**config.mk**
```make
export PLATFORM = sky130hd
export DESIGN_NAME = simon_input_ctrl
export DESIGN_NICKNAME = d
export VERILOG_FILES = /design/src/rtl/simon_input_ctrl.sv
export SDC_FILE = /design/constraint.sdc
export NUM_CORES = 1
export LEC_CHECK = 0
export ABC_AREA = 1
export BUFFER_PORTS_ARGS = -buffer_cell sky130_fd_sc_hd__buf_2
export CAP_MARGIN = 20
export CORE_MARGIN = 2
export CORE_UTILIZATION = 54
export CTS_CLUSTER_DIAMETER = 40
export DETAILED_ROUTE_END_ITERATION = 12
export GPL_TIMING_DRIVEN = 0
export MAX_ROUTING_LAYER = met4
export PLACE_DENSITY = 0.77
export SYNTH_ARGS = -nofsm -noshare
export SYNTH_HDL_FRONTEND = slang
export SYNTH_SLANG_ARGS = --single-unit
```
**constraint.sdc**
```tcl
create_clock -name clk -period 1.6 [get_ports clk]
set_input_delay 0.08 -clock clk [delete_from_list [all_inputs] [get_ports clk]]
set_output_delay 0.08 -clock clk [all_outputs]
set_load 0.005 [all_outputs]
```
**src/rtl/simon_input_ctrl.sv**
```systemverilog
// Purpose : maps PS/2 release codes to Simon colours and checks one round of
//           player entries against the stored sequence, with per-key timeout.
// Latency : 1 cycle, every output is registered; no backpressure (btn_pulse
//           and start are one-cycle strobes that are consumed or ignored).
//
// Ports:
//   clk, rst          clock; asynchronous active-low reset
//   btn_pulse/code    one-cycle strobe + scan code from the PS/2 receiver
//   start/round_len   begin checking a round of round_len keys (IDLE only)
//   seq_color/seq_idx combinational sequence-memory read port
//   busy              round in progress
//   key_valid/color   echo of every mapped key (LED feedback)
//   round_pass/fail   one-cycle result strobes
//   fail_timeout      last failure was a timeout (cleared by accepted start)
module simon_input_ctrl #(
  parameter int unsigned IDX_W          = 5,
  parameter int unsigned TIMEOUT_CYCLES = 250000000,
  parameter logic [7:0]  CODE_C0        = 8'h1D,
  parameter logic [7:0]  CODE_C1        = 8'h1C,
  parameter logic [7:0]  CODE_C2        = 8'h1B,
  parameter logic [7:0]  CODE_C3        = 8'h23
) (
  input  logic             clk,
  input  logic             rst,
  input  logic             btn_pulse,
  input  logic [7:0]       btn_code,
  input  logic             start,
  input  logic [IDX_W:0]   round_len,
  input  logic [1:0]       seq_color,
  output logic [IDX_W-1:0] seq_idx,
  output logic             busy,
  output logic             key_valid,
  output logic [1:0]       key_color,
  output logic             round_pass,
  output logic             round_fail,
  output logic             fail_timeout
);

  localparam int unsigned TW = $clog2(TIMEOUT_CYCLES);
  localparam logic [TW-1:0] TIMER_LAST = TW'(TIMEOUT_CYCLES - 1);
  localparam logic [TW-1:0] TIMER_ONE  = TW'(1);
  localparam logic [IDX_W-1:0] IDX_ONE = IDX_W'(1);
  localparam logic [IDX_W:0] LEN_ONE = (IDX_W + 1)'(1);
  // Longest round the index can address: 2**IDX_W keys.
  localparam logic [IDX_W:0] LEN_MAX = {1'b1, {IDX_W{1'b0}}};

  typedef enum logic {
    IDLE,
    WAIT_KEY
  } state_t;

  state_t           state_q, state_d;
  logic [IDX_W-1:0] idx_q, idx_d;
  logic [IDX_W:0]   len_q, len_d;
  logic [TW-1:0]    timer_q, timer_d;
  logic             busy_q, busy_d;
  logic             kv_q, kv_d;
  logic [1:0]       kc_q, kc_d;
  logic             pass_q, pass_d;
  logic             fail_q, fail_d;
  logic             fto_q, fto_d;

  // Scan-code decode. Unmapped codes produce no strobe at all, so they are
  // invisible to the round logic (in particular they do not restart the timer).
  logic       key_mapped;
  logic [1:0] key_col;

  always_comb begin
    key_mapped = 1'b0;
    key_col    = 2'd0;
    if (btn_pulse) begin
      if (btn_code == CODE_C0) begin
        key_mapped = 1'b1;
        key_col    = 2'd0;
      end else if (btn_code == CODE_C1) begin
        key_mapped = 1'b1;
        key_col    = 2'd1;
      end else if (btn_code == CODE_C2) begin
        key_mapped = 1'b1;
        key_col    = 2'd2;
      end else if (btn_code == CODE_C3) begin
        key_mapped = 1'b1;
        key_col    = 2'd3;
      end
    end
  end

  logic key_last;
  assign key_last = ({1'b0, idx_q} == (len_q - LEN_ONE));

  // Next-state / output logic.
  always_comb begin
    state_d = state_q;
    idx_d   = idx_q;
    len_d   = len_q;
    timer_d = timer_q;
    busy_d  = busy_q;
    kv_d    = 1'b0;
    kc_d    = kc_q;
    pass_d  = 1'b0;
    fail_d  = 1'b0;
    fto_d   = fto_q;

    // Key echo is independent of the round state.
    if (key_mapped) begin
      kv_d = 1'b1;
      kc_d = key_col;
    end

    case (state_q)
      IDLE: begin
        if (start) begin
          idx_d   = '0;
          timer_d = '0;
          fto_d   = 1'b0;
          if (round_len == '0) begin
            // Empty round passes immediately without ever going busy.
            len_d  = '0;
            pass_d = 1'b1;
          end else begin
            len_d   = (round_len > LEN_MAX) ? LEN_MAX : round_len;
            busy_d  = 1'b1;
            state_d = WAIT_KEY;
          end
        end
      end

      WAIT_KEY: begin
        // A key arriving on the timeout cycle takes priority over the timeout.
        if (key_mapped) begin
          if (key_col == seq_color) begin
            if (key_last) begin
              pass_d  = 1'b1;
              busy_d  = 1'b0;
              state_d = IDLE;
            end else begin
              idx_d   = idx_q + IDX_ONE;
              timer_d = '0;
            end
          end else begin
            fail_d  = 1'b1;
            fto_d   = 1'b0;
            busy_d  = 1'b0;
            state_d = IDLE;
          end
        end else if (timer_q == TIMER_LAST) begin
          fail_d  = 1'b1;
          fto_d   = 1'b1;
          busy_d  = 1'b0;
          state_d = IDLE;
        end else begin
          timer_d = timer_q + TIMER_ONE;
        end
      end

      default: begin
        state_d = IDLE;
        busy_d  = 1'b0;
      end
    endcase
  end

  always_ff @(posedge clk or negedge rst) begin
    if (!rst) begin
      state_q <= IDLE;
      idx_q   <= '0;
      len_q   <= '0;
      timer_q <= '0;
      busy_q  <= 1'b0;
      kv_q    <= 1'b0;
      kc_q    <= 2'd0;
      pass_q  <= 1'b0;
      fail_q  <= 1'b0;
      fto_q   <= 1'b0;
    end else begin
      state_q <= state_d;
      idx_q   <= idx_d;
      len_q   <= len_d;
      timer_q <= timer_d;
      busy_q  <= busy_d;
      kv_q    <= kv_d;
      kc_q    <= kc_d;
      pass_q  <= pass_d;
      fail_q  <= fail_d;
      fto_q   <= fto_d;
    end
  end

  assign seq_idx      = idx_q;
  assign busy         = busy_q;
  assign key_valid    = kv_q;
  assign key_color    = kc_q;
  assign round_pass   = pass_q;
  assign round_fail   = fail_q;
  assign fail_timeout = fto_q;

endmodule

```
# After elaboration in Yosys (flattened, before gate mapping)
# Cells that the tools add are included.
[word_totals]
regBits = 47
inputBits = 20
output_inout_bits = 12
word_cells = 92
[classes]
addsub = 3
magnitude_cmp = 1
n_eq_ne = 18
muxes = 53
bitwise = 1
reduce_logical = 6
[ops]
columns = ["operator", "count"]
rows = [
  ["28-bit 2-to-1 mux", 5],
  ["28-bit case mux with 2 select lines", 1],
  ["1-bit 2-to-1 mux", 31],
  ["28-bit by 1-bit adder with 28-bit output (second input constant)", 1],
  ["28-bit == test (second input constant)", 1],
  ["8-bit by 5-bit == test with 1-bit output (second input constant)", 3],
  ["5-bit 2-to-1 mux", 4],
  ["6-bit 2-to-1 mux", 2],
  ["4-bit AND reduction", 3],
  ["2-bit 2-to-1 mux", 5],
  ["5-bit case mux with 2 select lines", 1],
  ["3-bit inequality test (second input constant)", 3],
  ["8-bit by 6-bit == test with 1-bit output (second input constant)", 1],
  ["1-bit case mux with 2 select lines", 4],
  ["5-bit by 6-bit == test with 1-bit output", 1],
  ["6-bit greater-than comparator (second input constant)", 1],
  ["6-bit logical NOT", 1],
  ["2-bit inequality test (second input constant)", 3],
  ["6-bit by 1-bit subtractor with 6-bit output (second input constant)", 1],
  ["5-bit by 1-bit adder with 5-bit output (second input constant)", 1],
  ["2-bit by 1-bit inequality test with 1-bit output (second input constant)", 2],
  ["4-bit inequality test (second input constant)", 1],
  ["3-bit by 1-bit inequality test with 1-bit output (second input constant)", 1],
  ["3-bit by 2-bit inequality test with 1-bit output (second input constant)", 1],
  ["4 further kinds", 4],
]

# Longest topological paths before layout
# Gate-level depths: netlist of the first run.
[logic_depth]
depth_word = 10
ltp_mapped = 14
mapped_depth_nobuf = 13

# Worst setup path after synthesis of the first run
# Ideal clock, no wire load.
[synth_path]
path_type = "reg2reg"
start = "reg len_q[0]"
end = "reg timer_q[21]"
setup_time_ns = 0.066
arrival_time_ns = 1.691
t_required_ns = 1.534
path_slack_ns = -0.156
path_stages_with_launch = 13
n_path_buf = 1
period_less_slack_ns = 1.756
cell_sequence = "dfrtp_1 -> inv_1 -> ha_1 -> nand3_1 -> a21o_1 -> nand2_1 -> nand3_1 -> nor2_1 -> nand2_2 -> nand3_4 -> buf_12 -> nand2_1 -> nand2_1"
[synth_between]
elab_chain_cells = 4
[synth_lines]
columns = ["item", "line_no", "source"]
rows = [
  ["start: declaration", "54", "logic [IDX_W:0] len_q, len_d;"],
  ["start signal: assignment", "178", "len_q <= len_d;"],
  ["6-bit by 1-bit subtractor with 6-bit output", "89", "assign key_last = ({1'b0, idx_q} == (len_q - LEN_ONE));"],
  ["5-bit by 6-bit == test with 1-bit output", "89", ""],
  ["3-bit inequality test (no source line)", "-", ""],
  ["4-bit AND reduction (no source line)", "-", ""],
  ["end signal: assignment", "179", "timer_q <= timer_d;"],
  ["end: declaration", "55", "logic [TW-1:0] timer_q, timer_d;"],
]
# No other way between the ends.
# A chain may end at the register's enable or synchronous reset.

# Final worst setup path of the first run
[layout_path]
start = "reg timer_q[15]"
end = "reg timer_q[6]"
[layout_between]
elab_chain_cells = 3
[layout_lines]
columns = ["item", "line_no", "source"]
rows = [
  ["28-bit == test", "146", "end else if (timer_q == TIMER_LAST) begin"],
  ["3-bit inequality test (no source line)", "-", ""],
  ["4-bit AND reduction (no source line)", "-", ""],
]
# No other way between the ends.

==> results of run 1 <==
stage by stage:
| step | worst slack, ns | power [W] |
|---|---|---|
| 2_1_floorplan | -0.0545 | 0.00240 |
| 3_3_place_gp | -0.321 | 0.00271 |
| 3_5_place_dp | -0.347 | 0.00275 |
| 4_1_cts | -0.203 | 0.00409 |
| 5_1_grt | -0.418 | 0.00456 |
| 6_report | -0.306 | 0.00430 |
worst reg2reg max path, cell delays in order (launching register included):
cell     delay (ns)
dfrtp_1        0.52
nand4_1        0.18
nor2_2         0.20
nand2_1        0.08
nor2_2         0.14
nand3_2        0.13
nand2_2        0.10
inv_2          0.06
nand3_4        0.11
buf_12         0.13
buf_6          0.11
nand2_1        0.06
nand2_1        0.07
flip-flops by register name, summed over array words and instances, names as in the netlist:
signal / count
state_q: 1
busy: 1
timer_q: 28
round_fail: 1
len_q: 6
seq_idx: 5
key_valid: 1
fail_timeout: 1
round_pass: 1
key_color: 2
worst max-delay path by stage:
| stage | start | endpoint | slack (ns) | cells past startpoint |
|---|---|---|---|---|
| after floorplan | len_q[0] | timer_q[13] | -0.05 | 11 |
| after global placement | timer_q[0] | timer_q[12] | -0.32 | 10 |
| after detailed placement | timer_q[0] | timer_q[6] | -0.35 | 12 |
| after CTS | timer_q[1] | timer_q[6] | -0.20 | 13 |
| after global routing | len_q[2] | timer_q[10] | -0.42 | 13 |
| final | timer_q[15] | timer_q[6] | -0.31 | 12 |
cell type report:
type	count	area, sq um	area share, %
inverters	59	225	5.29
well taps	75	93.8	2.20
multi-input cells	403	2100	49.4
clock buffers	5	68.8	1.62
plain buffers	8	73.8	1.73
repair buffers	59	439	10.3
flip-flops and latches	47	1180	27.8
clock inverters	3	71.3	1.67
synth_stat cells, drive strengths merged:
master	count
o21ai	7
nor3b	1
o22ai	3
nor2	79
nand3b	2
o31ai	1
or2	5
a21o	1
nor3	6
dfrtp	47
xor2	9
a211o	1
a21oi	3
buf	8
nand3	49
ha	3
a21boi	1
nor4	2
inv	59
xnor2	5
nand4	22
nand2	203
where the power goes:
group | total [W] | switching [W] | internal [W]
registers | 0.00153 | 0.000181 | 0.00134
logic | 0.00168 | 0.000964 | 0.000714
clock network | 0.00110 | 0.000461 | 0.000635
total | 0.00430 | 0.00161 | 0.00269
kinds of logic after synthesis:
kind of cell	Yosys count	share of synthesized area [%]
AO/OA/AOI/OAI	17	2.99
adder cells (fa/ha/maj)	3	1.12
flip-flops	47	35.1
buffers and inverters	67	8.44
AND/OR/NAND/NOR	369	48.7
XOR/XNOR	14	3.66
metal layers:
| metal | global-route usage [%] | up-vias |
|---|---|---|
| li1 | - | 1768 |
| met1 | 37.9 | 1681 |
| met2 | 51.2 | 143 |
| met3 | 4.55 | 44 |
| met4 | 12.3 | 0 |
| met5 | - | - |
repair_timing:
item                                    CTS  global route
gates cloned                              2             0
hold buffers                              2             0
resized for setup                        22            36
setup buffers                            17             6
hold endpoints to repair                 48             0
endpoints found under the setup margin   44            43
pin swaps                                 6             3
==> impl_results.md, run 1 <==
- Largest area contributor in the netlist: dfrtp_1
- Number of global-route vias before repair: 3311
- Vias per cell: around 5.5
- Hold Crit Depth: 3
- Critical Path End Type: flip-flop
- Routed met1 length: slightly above 4000 um
- Total die area: roughly 0.007 sq mm
- Crit path time final: ~1.9 ns
- Leak: 2.17 nW
- Failing checks: negative setup slack
- Max-Slew Margin vs Limit: 74.5%
- MaxCap Viol Count: 0
- Worst Tran Pin Value: 0.381 ns
- Power Density: 1010 mW/mm^2
- Routed wire per std cell: 15.2 um
- Post-route insts no fill: between 600 and 700
- Met2 wire len: 4960 um
- Fin. max-slew vios: 0
- Core box area: roughly 0.0060 sq mm
- DP Wirelength: 6520 um
- Worst VDD drop: 808 uV
- Clk sinks: 47
- Register area share after synthesis: 35.1%
- Delay-heaviest family, CP: simple AND/OR/NAND/NOR gates
- Status: finished with violations
- Top cell type's share of synthesized area: 35.1%
- Final Net Count: just over 600
- Initial Utilization: 56.3%
- Yosys warning count: 0
- Largest net degree at the start of global routing: 48
- Min Hold Slack: between 0.015 and 0.02 ns
- Final Routed Wirelength: about 10000 um
- Hold_sp: round_len[4]
- F_max: 525 MHz
- Crit-path slowest cell: dfrtp_1
- First-pass GRT wire length: about 15000 um
- Grt ovf: 0
- Met3 wire length: around 500 um
- CP Class: flip-flop to flip-flop
- Top sig layer: met4
- Share of cells above drive strength 1: 25.0%
- Finished Cell Area: 0.00426 sq mm
- Drt pass-1 iters: 5
- # rows: 28
- Die Ht: about 83 um
- DRT iter0 DRCs: 323
- H-tree depth: 2
- Final Setup Violations: 37
- Syn Nets: 540
- Inst Count DP: about 620
- Port Buffers: 31
- CTS max path bufs: 2
- Fillers: just under 500
- Placed Area: 0.00364 sq mm
- R2r setup slk: -0.31 ns
- Diodes inserted: 0
- Vias: roughly 3600
- Critical Path Max Stage Delay: between 0.5 and 0.6 ns
- Synth unique cells: 30
- Boundary pin count: 32
- Worst Clk Skew: 0.0159 ns
- Final period util: 119%
- Critical Path AT: ~2.2 ns
- Worst-path cell chain: nand4_1 > nor2_2 > nand2_1 > nor2_2 > nand3_2 > nand2_2 > inv_2 > nand3_4 > buf_12 > buf_6 > nand2_1 > nand2_1
- Drt drc: 0
- Final antenna-violating net count: 0
- Clock-pin slew on the worst setup and hold paths: ~0.11 ns
- Hold Crit Class: input port to flip-flop
- Gp weighted congestion: a little under 1
- Final setup margin: -0.306 ns
- Final hold vios: 0
- Most common cell after layout, fill and taps aside: nand2_1
- Gr usage total: 30.8%
- DIE WIDTH: 82.8 um
- Worst EP required: 1.87 ns
- Startpoint types: flip-flop
- R2R cell count: 12
- Clk root buf: clkbuf_8
- Final Core Density: 71.5%
- Most Frequent Cell on Critical Path: nand2_1
- Reg-to-Reg End: timer_q[6]
- TritonCTS Buffers: 5
- Endpoint, Worst Hold: len_q[4]
- Clock Latency Late Sink: 0.32 ns
- Worst Path Max Fanout: 6
- Netlist Area Pre-Place: 0.00335 sq mm
- Area Overhead vs Synth: 27.1%
- CTS tree: yes
- Flops & latches, synth: between 40 and 50
- Top area cells in the synthesized netlist: dfrtp_1, nand2_1, nor2_1
- RSZ-0062 raised after global routing: yes
- Most frequent cells in the layout: nand2_1, nor2_1, inv_1, dfrtp_1, nand3_1
- WP buf/inv: 3
- Gate Count Post-Synth: ~520
- Initial antenna violation count: 0
- Final TNS setup: -9.81 ns
- Mapped Avg Cell Area: 6.48 sq um
- R2R Path Start: timer_q[15]
(Power assumes the default switching activity.)
==> run 2, diff against run 1 <==
Settings changed: PLACE_DENSITY 0.77 to 0.74, RECOVER_POWER set to 100.
==> run 2 against run 1 <==
Net effect:
- the flow still finishes with violations (negative setup slack)
- setup slack better by 0.076 ns
- clock skew down 0.0043 ns
- wire length down 7.3%
- hold slack better by 0.0072 ns
- sequential share of layout area up 1.1 points
- register-to-register slack better by 0.08 ns
- sequential power about the same
- non-clock buffer count down 10
- global-route usage down 1.8 points
- sequential cell count unchanged
- total power down 4.5%
- largest cell class unchanged
- largest power group unchanged
==> impl_results.md, run 2 (same netlist as run 1, synthesis figures left out) <==
- Routed wire per std cell: 14.3 um (was 15.2 um)
- Crit path time final: 1.83 ns (was 1.91 ns)
- Critical Path Max Stage Delay: 0.42 ns (was 0.52 ns)
- Area Overhead vs Synth: 21.6% (was 27.1%)
- Crit-path slowest cell: dfrtp_1 (unchanged)
- Final antenna-violating net count: 0 (unchanged)
- Worst VDD drop: 720 uV (was 808 uV)
- Clock network power share: 25.5% (about the same)
- Post-Place Setup Slack: -0.344 ns (was -0.347 ns)
- Final Routed Wirelength: 9260 um (was 9990 um)
- Worst EP required: 1.84 ns (was 1.87 ns)
- Vias per cell: 5.33 (was 5.52)
- Failing checks: negative setup slack (unchanged)
- Finished Cell Area: 0.00408 sq mm (was 0.00426 sq mm)
- R2R Path Start: len_q[1] (was timer_q[15])
- Final hold vios: 0 (unchanged)
- CTS max path bufs: 2 (unchanged)
- Int Pwr: 0.00260 W (was 0.00269 W)
- DRT iter0 DRCs: 294 (was 323)
- CP Class: flip-flop to flip-flop (unchanged)
- Critical Path AT: 2.07 ns (was 2.17 ns)
- Switching Share: 36.5% (was 37.4%)
- Max reg flops: 28 (unchanged)
- Diodes inserted: 0 (unchanged)
- Core box area: 0.00596 sq mm (unchanged)
- Final Net Count: 596 (was 606)
- Number of global-route vias before repair: 3243 (was 3311)
- Die Ht: 82.8 um (unchanged)
- Worst Clk Skew: 0.0116 ns (was 0.0159 ns)
- R2r setup slk: -0.23 ns (was -0.31 ns)
- Worst-path cell chain: inv_2 > ha_4 > xnor2_2 > a21oi_2 > nand3_2 > nor2_4 > nand2_4 > nand3_4 > buf_4 > buf_16 > nand2_2 > nand2_1 (was nand4_1 > nor2_2 > nand2_1 > nor2_2 > nand3_2 > nand2_2 > inv_2 > nand3_4 > buf_12 > buf_6 > nand2_1 > nand2_1)
- Drt drc: 0 (unchanged)
- Vias: 3458 (was 3636)
- H-tree depth: 2 (unchanged)
- Largest net degree at the start of global routing: 48 (unchanged)
- Power Density: 1010 mW/mm^2 (about the same)
- Clock Latency Late Sink: 0.30 ns (was 0.32 ns)
- Total die area: 0.00685 sq mm (unchanged)
- Final TNS setup: -6.75 ns (was -9.81 ns)
- Clk sinks: 47 (unchanged)
- Initial Utilization: 56.3% (unchanged)
- CTS tree: yes (unchanged)
- # rows: 28 (unchanged)
- Placed Area: 0.00364 sq mm (unchanged)
- WP buf/inv: 3 (unchanged)
- Clock-pin slew on the worst setup and hold paths: 0.09 ns (was 0.11 ns)
- Final setup margin: -0.230 ns (was -0.306 ns)
- Hold Crit Class: input port to flip-flop (unchanged)
- TritonCTS Buffers: 5 (unchanged)
- Grt ovf: 0 (unchanged)
- Worst Tran Pin Value: 0.623 ns (was 0.381 ns)
- Hold_sp: round_len[0] (was round_len[4])
- Leak: 2.03 nW (was 2.17 nW)
- Final Setup Violations: 37 (unchanged)
- RSZ-0062 raised after global routing: yes (unchanged)
- F_max: 547 MHz (was 525 MHz)
- Port Buffers: 31 (unchanged)
- Combinational share of power: 37.6% (was 39.0%)
- Boundary pin count: 32 (unchanged)
- Top reg by flops: timer_q (unchanged)
- Worst Path Max Fanout: 5 (was 6)
- Final Core Density: 68.4% (was 71.5%)
- Status: finished with violations (unchanged)
- Sequential Power Share: 36.8% (was 35.5%)
- CP Launch Point: len_q[1] (was timer_q[15])
- MaxCap Viol Count: 0 (unchanged)
- P_sw: 0.00150 W (was 0.00161 W)
- Most frequent cells in the layout: nand2_1, nor2_1, inv_1, dfrtp_1, nand3_1 (unchanged)
- Drt pass-1 iters: 5 (unchanged)
- DP Wirelength: 6540 um (was 6520 um)
- First-pass GRT wire length: 14700 um (was 15500 um)
- Critical Path End Type: flip-flop (unchanged)
- Min Hold Slack: 0.0232 ns (was 0.0160 ns)
- Max-Slew Margin vs Limit: 58.5% (was 74.5%)
- Share of cells above drive strength 1: 22.3% (was 25.0%)
- Fin. max-slew vios: 0 (unchanged)
- Gr usage total: 29.1% (was 30.8%)
- Initial antenna violation count: 0 (unchanged)
- Gp weighted congestion: 0.976 (was 0.988)
- Delay-heaviest family, CP: simple AND/OR/NAND/NOR gates (unchanged)
- Most common cell after layout, fill and taps aside: nand2_1 (unchanged)
- Clk root buf: clkbuf_8 (unchanged)
- DIE WIDTH: 82.8 um (unchanged)
- Final period util: 114% (was 119%)
- Startpoint types: flip-flop (unchanged)
run 2: cell count changes in the layout (fill, tap and decap cells not counted), moves of 4 or more:
cell and delta:
buf_4 -8, clkbuf_1 +6, buf_2 -5, nand2_2 +5, dfrtp_1 +4, dfrtp_2 -4
nand2_4 -4, nor2_2 +4, nor2_4 -4
run 2: repair_timing:
| item | CTS | global route |
|---|---|---|
| setup endpoints to repair | 44 | 41 |
| resized for setup | 39 | 6 |
| gates cloned | 1 | 0 |
| pin swaps | 8 | 0 |
| hold buffers | 1 | 0 |
| setup buffers | 15 | 1 |
| hold endpoints to repair | 26 | 0 |
run 2: final timing paths:
| check | cells past startpoint | end |
|---|---|---|
| hold reg to reg | 2 | key_color[0] |
| setup / recovery | 12 | timer_q[21] |
| setup reg to reg | 12 | timer_q[21] |
| min in group asynchronous | 2 | timer_q[10] |
| max in group asynchronous | 3 | fail_timeout |
| hold / removal | 3 | len_q[0] |
run 2: per-layer routing:
layer	routed length, um	vias up	track usage [%]
met1	3910	1561	35.0
met2	4560	141	49.6
met4	237	0	11.1
li1	-	1737	-
met3	557	19	3.90
met5	0	-	-
run 2: worst reg2reg max path, cell delays in order (launching register included):
cell,delay [ns]
dfrtp_1,0.42
inv_2,0.09
ha_4,0.20
xnor2_2,0.12
a21oi_2,0.12
nand3_2,0.12
nor2_4,0.16
nand2_4,0.08
nand3_4,0.10
buf_4,0.14
buf_16,0.12
nand2_2,0.04
nand2_1,0.05
run 2: cell type report:
type                            instances  area, sq um
Buffer                                  7         55.1
Clock buffer                            6         72.6
Clock inverter                          2         60.1
Fill cell                             553         1880
Inverter                               59          221
Multi-Input combinational cell        403         2060
Sequential cell                        47         1180
Tap cell                               75         93.8
Timing Repair Buffer                   50          337
run 2: stage by stage:
step | power (W) | cells
finish | 0.00410 | 649
global route | 0.00431 | 649
CTS | 0.00409 | 647
detailed placement | 0.00276 | 623
global placement | 0.00270 | 623
floorplan | 0.00240 | 517
run 2: power by group through the flow:
stage	logic (W)	registers (W)	clock network, W
after CTS	0.00153	0.00151	0.00106
final	0.00154	0.00151	0.00105
after global placement	0.00118	0.00153	0
after global routing	0.00169	0.00154	0.00109
after floorplan	0.000898	0.00150	0
after detailed placement	0.00123	0.00154	0
==> run 3, diff against run 2 <==
Settings changed: PLACE_DENSITY 0.74 to unset, PLACE_DENSITY_LB_ADDON set to 0.05, SKIP_CTS_REPAIR_TIMING set to 1.
==> run 3 against run 2 <==
Net effect:
- the flow finishes with violations (negative hold slack, negative setup slack)
- cell count increased by 0.62%
- largest cell class unchanged
- clock power decreased by 12%
- sequential cell count unchanged
- sequential power about the same
- global-route usage decreased by 1.3 points
- die area unchanged
- critical path depth unchanged
- clock skew increased by 0.00095 ns
- count of clock-buffer cells in the layout unchanged
- combinational power increased by 3%
==> impl_results.md, run 3 (same netlist as run 1, synthesis figures left out) <==
- Status: finished with violations (unchanged)
- Failing checks: negative hold slack, negative setup slack (was negative setup slack)
- Max reg flops: 28 (unchanged)
- Critical Path End Type: flip-flop (unchanged)
- Worst Path Max Fanout: 10 (was 5)
- Leak: 2.06 nW (was 2.03 nW)
- F_max: 520 MHz (was 547 MHz)
- Total chip power: 0.00403 W (was 0.00410 W)
- R2R Path Start: timer_q[1] (was len_q[1])
- Vias: 3490 (was 3458)
- Clock-pin slew on the worst setup and hold paths: 0.09 ns (about the same)
- Worst Clk Skew: 0.0125 ns (was 0.0116 ns)
- DIE WIDTH: 82.8 um (unchanged)
- Critical Path Max Stage Delay: 0.46 ns (was 0.42 ns)
- Total die area: 0.00685 sq mm (unchanged)
- Final antenna-violating net count: 0 (unchanged)
- Share of cells above drive strength 1: 23.2% (was 22.3%)
- Fillers: 537 (was 553)
- Crit-path slowest cell: dfrtp_1 (unchanged)
- Worst-path cell chain: ha_4 > nand3_4 > nor3_4 > nand2_1 > nor2_2 > nand3_2 > nand2_2 > inv_2 > nand3_4 > buf_12 > nand2_2 > nand2_2 (was inv_2 > ha_4 > xnor2_2 > a21oi_2 > nand3_2 > nor2_4 > nand2_4 > nand3_4 > buf_4 > buf_16 > nand2_2 > nand2_1)
- Diodes inserted: 0 (unchanged)
- Clk root buf: clkbuf_8 (unchanged)
- Clock Latency Late Sink: 0.31 ns (was 0.30 ns)
- Hold_sp: round_len[1] (was round_len[0])
- H-tree depth: 2 (unchanged)
- Initial Utilization: 56.3% (unchanged)
- Number of global-route vias before repair: 3059 (was 3243)
- Max-Slew Margin vs Limit: 23.1% (was 58.5%)
- DP Wirelength: 6490 um (was 6540 um)
- Port Buffers: 31 (unchanged)
- MaxCap Viol Count: 0 (unchanged)
- TritonCTS Buffers: 5 (unchanged)
- Worst Tran Pin Value: 1.15 ns (was 0.623 ns)
- First-pass GRT wire length: 14100 um (was 14700 um)
- Delay-heaviest family, CP: simple AND/OR/NAND/NOR gates (unchanged)
- Fin. max-slew vios: 0 (unchanged)
- Drt drc: 0 (unchanged)
- Min Hold Slack: -0.00312 ns (was 0.0232 ns)
- Final Net Count: 600 (was 596)
- CTS max path bufs: 2 (unchanged)
- Final Routed Wirelength: 9250 um (was 9260 um)
- Most frequent cells in the layout: nand2_1, nor2_1, inv_1, dfrtp_1, nand3_1 (unchanged)
- Worst VDD drop: 889 uV (was 720 uV)
- RSZ-0062 raised after global routing: yes (unchanged)
- Die Ht: 82.8 um (unchanged)
- Most common cell after layout, fill and taps aside: nand2_1 (unchanged)
- Clk sinks: 47 (unchanged)
- # rows: 28 (unchanged)
- Final Setup Violations: 43 (was 37)
- WP buf/inv: 2 (was 3)
- Final period util: 120% (was 114%)
- Vias per cell: 5.34 (was 5.33)
- Final hold vios: 1 (was 0)
- Largest net degree at the start of global routing: 48 (unchanged)
- Gr usage total: 27.8% (was 29.1%)
- Post-route insts no fill: 653 (was 649)
- Top reg by flops: timer_q (unchanged)
- Boundary pin count: 32 (unchanged)
- Worst EP required: 1.85 ns (was 1.84 ns)
- Sequential cell area: 0.00118 sq mm (about the same)
- Final setup margin: -0.324 ns (was -0.230 ns)
- Gp weighted congestion: 0.937 (was 0.976)
- Startpoint types: flip-flop (unchanged)
- Hold Crit Class: input port to flip-flop (unchanged)
- CP Launch Point: timer_q[1] (was len_q[1])
- Inst Count DP: 623 (unchanged)
- Crit path time final: 1.92 ns (was 1.83 ns)
- Power Density: 982 mW/mm^2 (was 1010 mW/mm^2)
- CTS tree: yes (unchanged)
- Most Frequent Cell on Critical Path: nand2_2
- DRT iter0 DRCs: 310 (was 294)
- Area Overhead vs Synth: 22.6% (was 21.6%)
- Multi-input gate area: 0.00207 sq mm (was 0.00206 sq mm)
- Routed wire per std cell: 14.2 um (was 14.3 um)
- CP Class: flip-flop to flip-flop (unchanged)
- Grt ovf: 0 (unchanged)
- Initial antenna violation count: 0 (unchanged)
- Drt pass-1 iters: 5 (unchanged)
- Critical Path AT: 2.17 ns (was 2.07 ns)
- Core box area: 0.00596 sq mm (unchanged)
run 3: power by group:
part           internal [W]  total, W  switching [W]
clock              0.000506  0.000927       0.000420
sequential          0.00134   0.00153       0.000184
combinational      0.000660   0.00158       0.000922
total               0.00251   0.00403        0.00153
run 3: routing by layer:
layer	vias up	share of wire (%)	global-route usage (%)
met3	16	4.9	4.22
met4	0	2.2	8.36
met5	-	0	-
met2	110	50	46.5
met1	1618	43	35.0
li1	1746	-	-
run 3: final cells by class:
class / count / share of cell area (%)
inverters: 59 / 5.39
multi-input cells: 403 / 50.4
clock buffers: 6 / 2.01
plain buffers: 8 / 1.80
flip-flops and latches: 47 / 28.7
repair buffers: 53 / 8.59
well taps: 75 / 2.28
clock inverters: 2 / 0.853
run 3: final timing paths:
path / depth (start not counted) / slack (ns) / to
setup reg to reg: 12 / -0.32 / timer_q[17]
hold / removal: 3 / -0.003 / len_q[1]
setup / recovery: 12 / -0.32 / timer_q[17]
hold reg to reg: 2 / 0.48 / key_color[0]
min in group asynchronous: 2 / 0.51 / timer_q[8]
max in group asynchronous: 3 / 0.24 / seq_idx[1]
run 3: metrics by stage:
step / setup TNS, ns / instance area [sq um] / hold slack (ns) / setup WS [ns] / utilization, %
floorplan: -1.13 / 3390 / -0.216 / -0.0545 / -
global placement: -11.10 / 3640 / 0.317 / -0.344 / 61.1
detailed placement: -12.49 / 3640 / 0.325 / -0.388 / 61.1
CTS: -13.51 / 3750 / -0.00724 / -0.412 / 63.0
global route: -15.54 / 4110 / 0.00757 / -0.441 / 69.0
finish: -9.88 / 4110 / -0.00312 / -0.324 / 69.0
run 3: worst min-delay path, stage by stage:
cell     delay (ns)
buf_2          0.09
nand2_1        0.05
o21ai_0        0.06
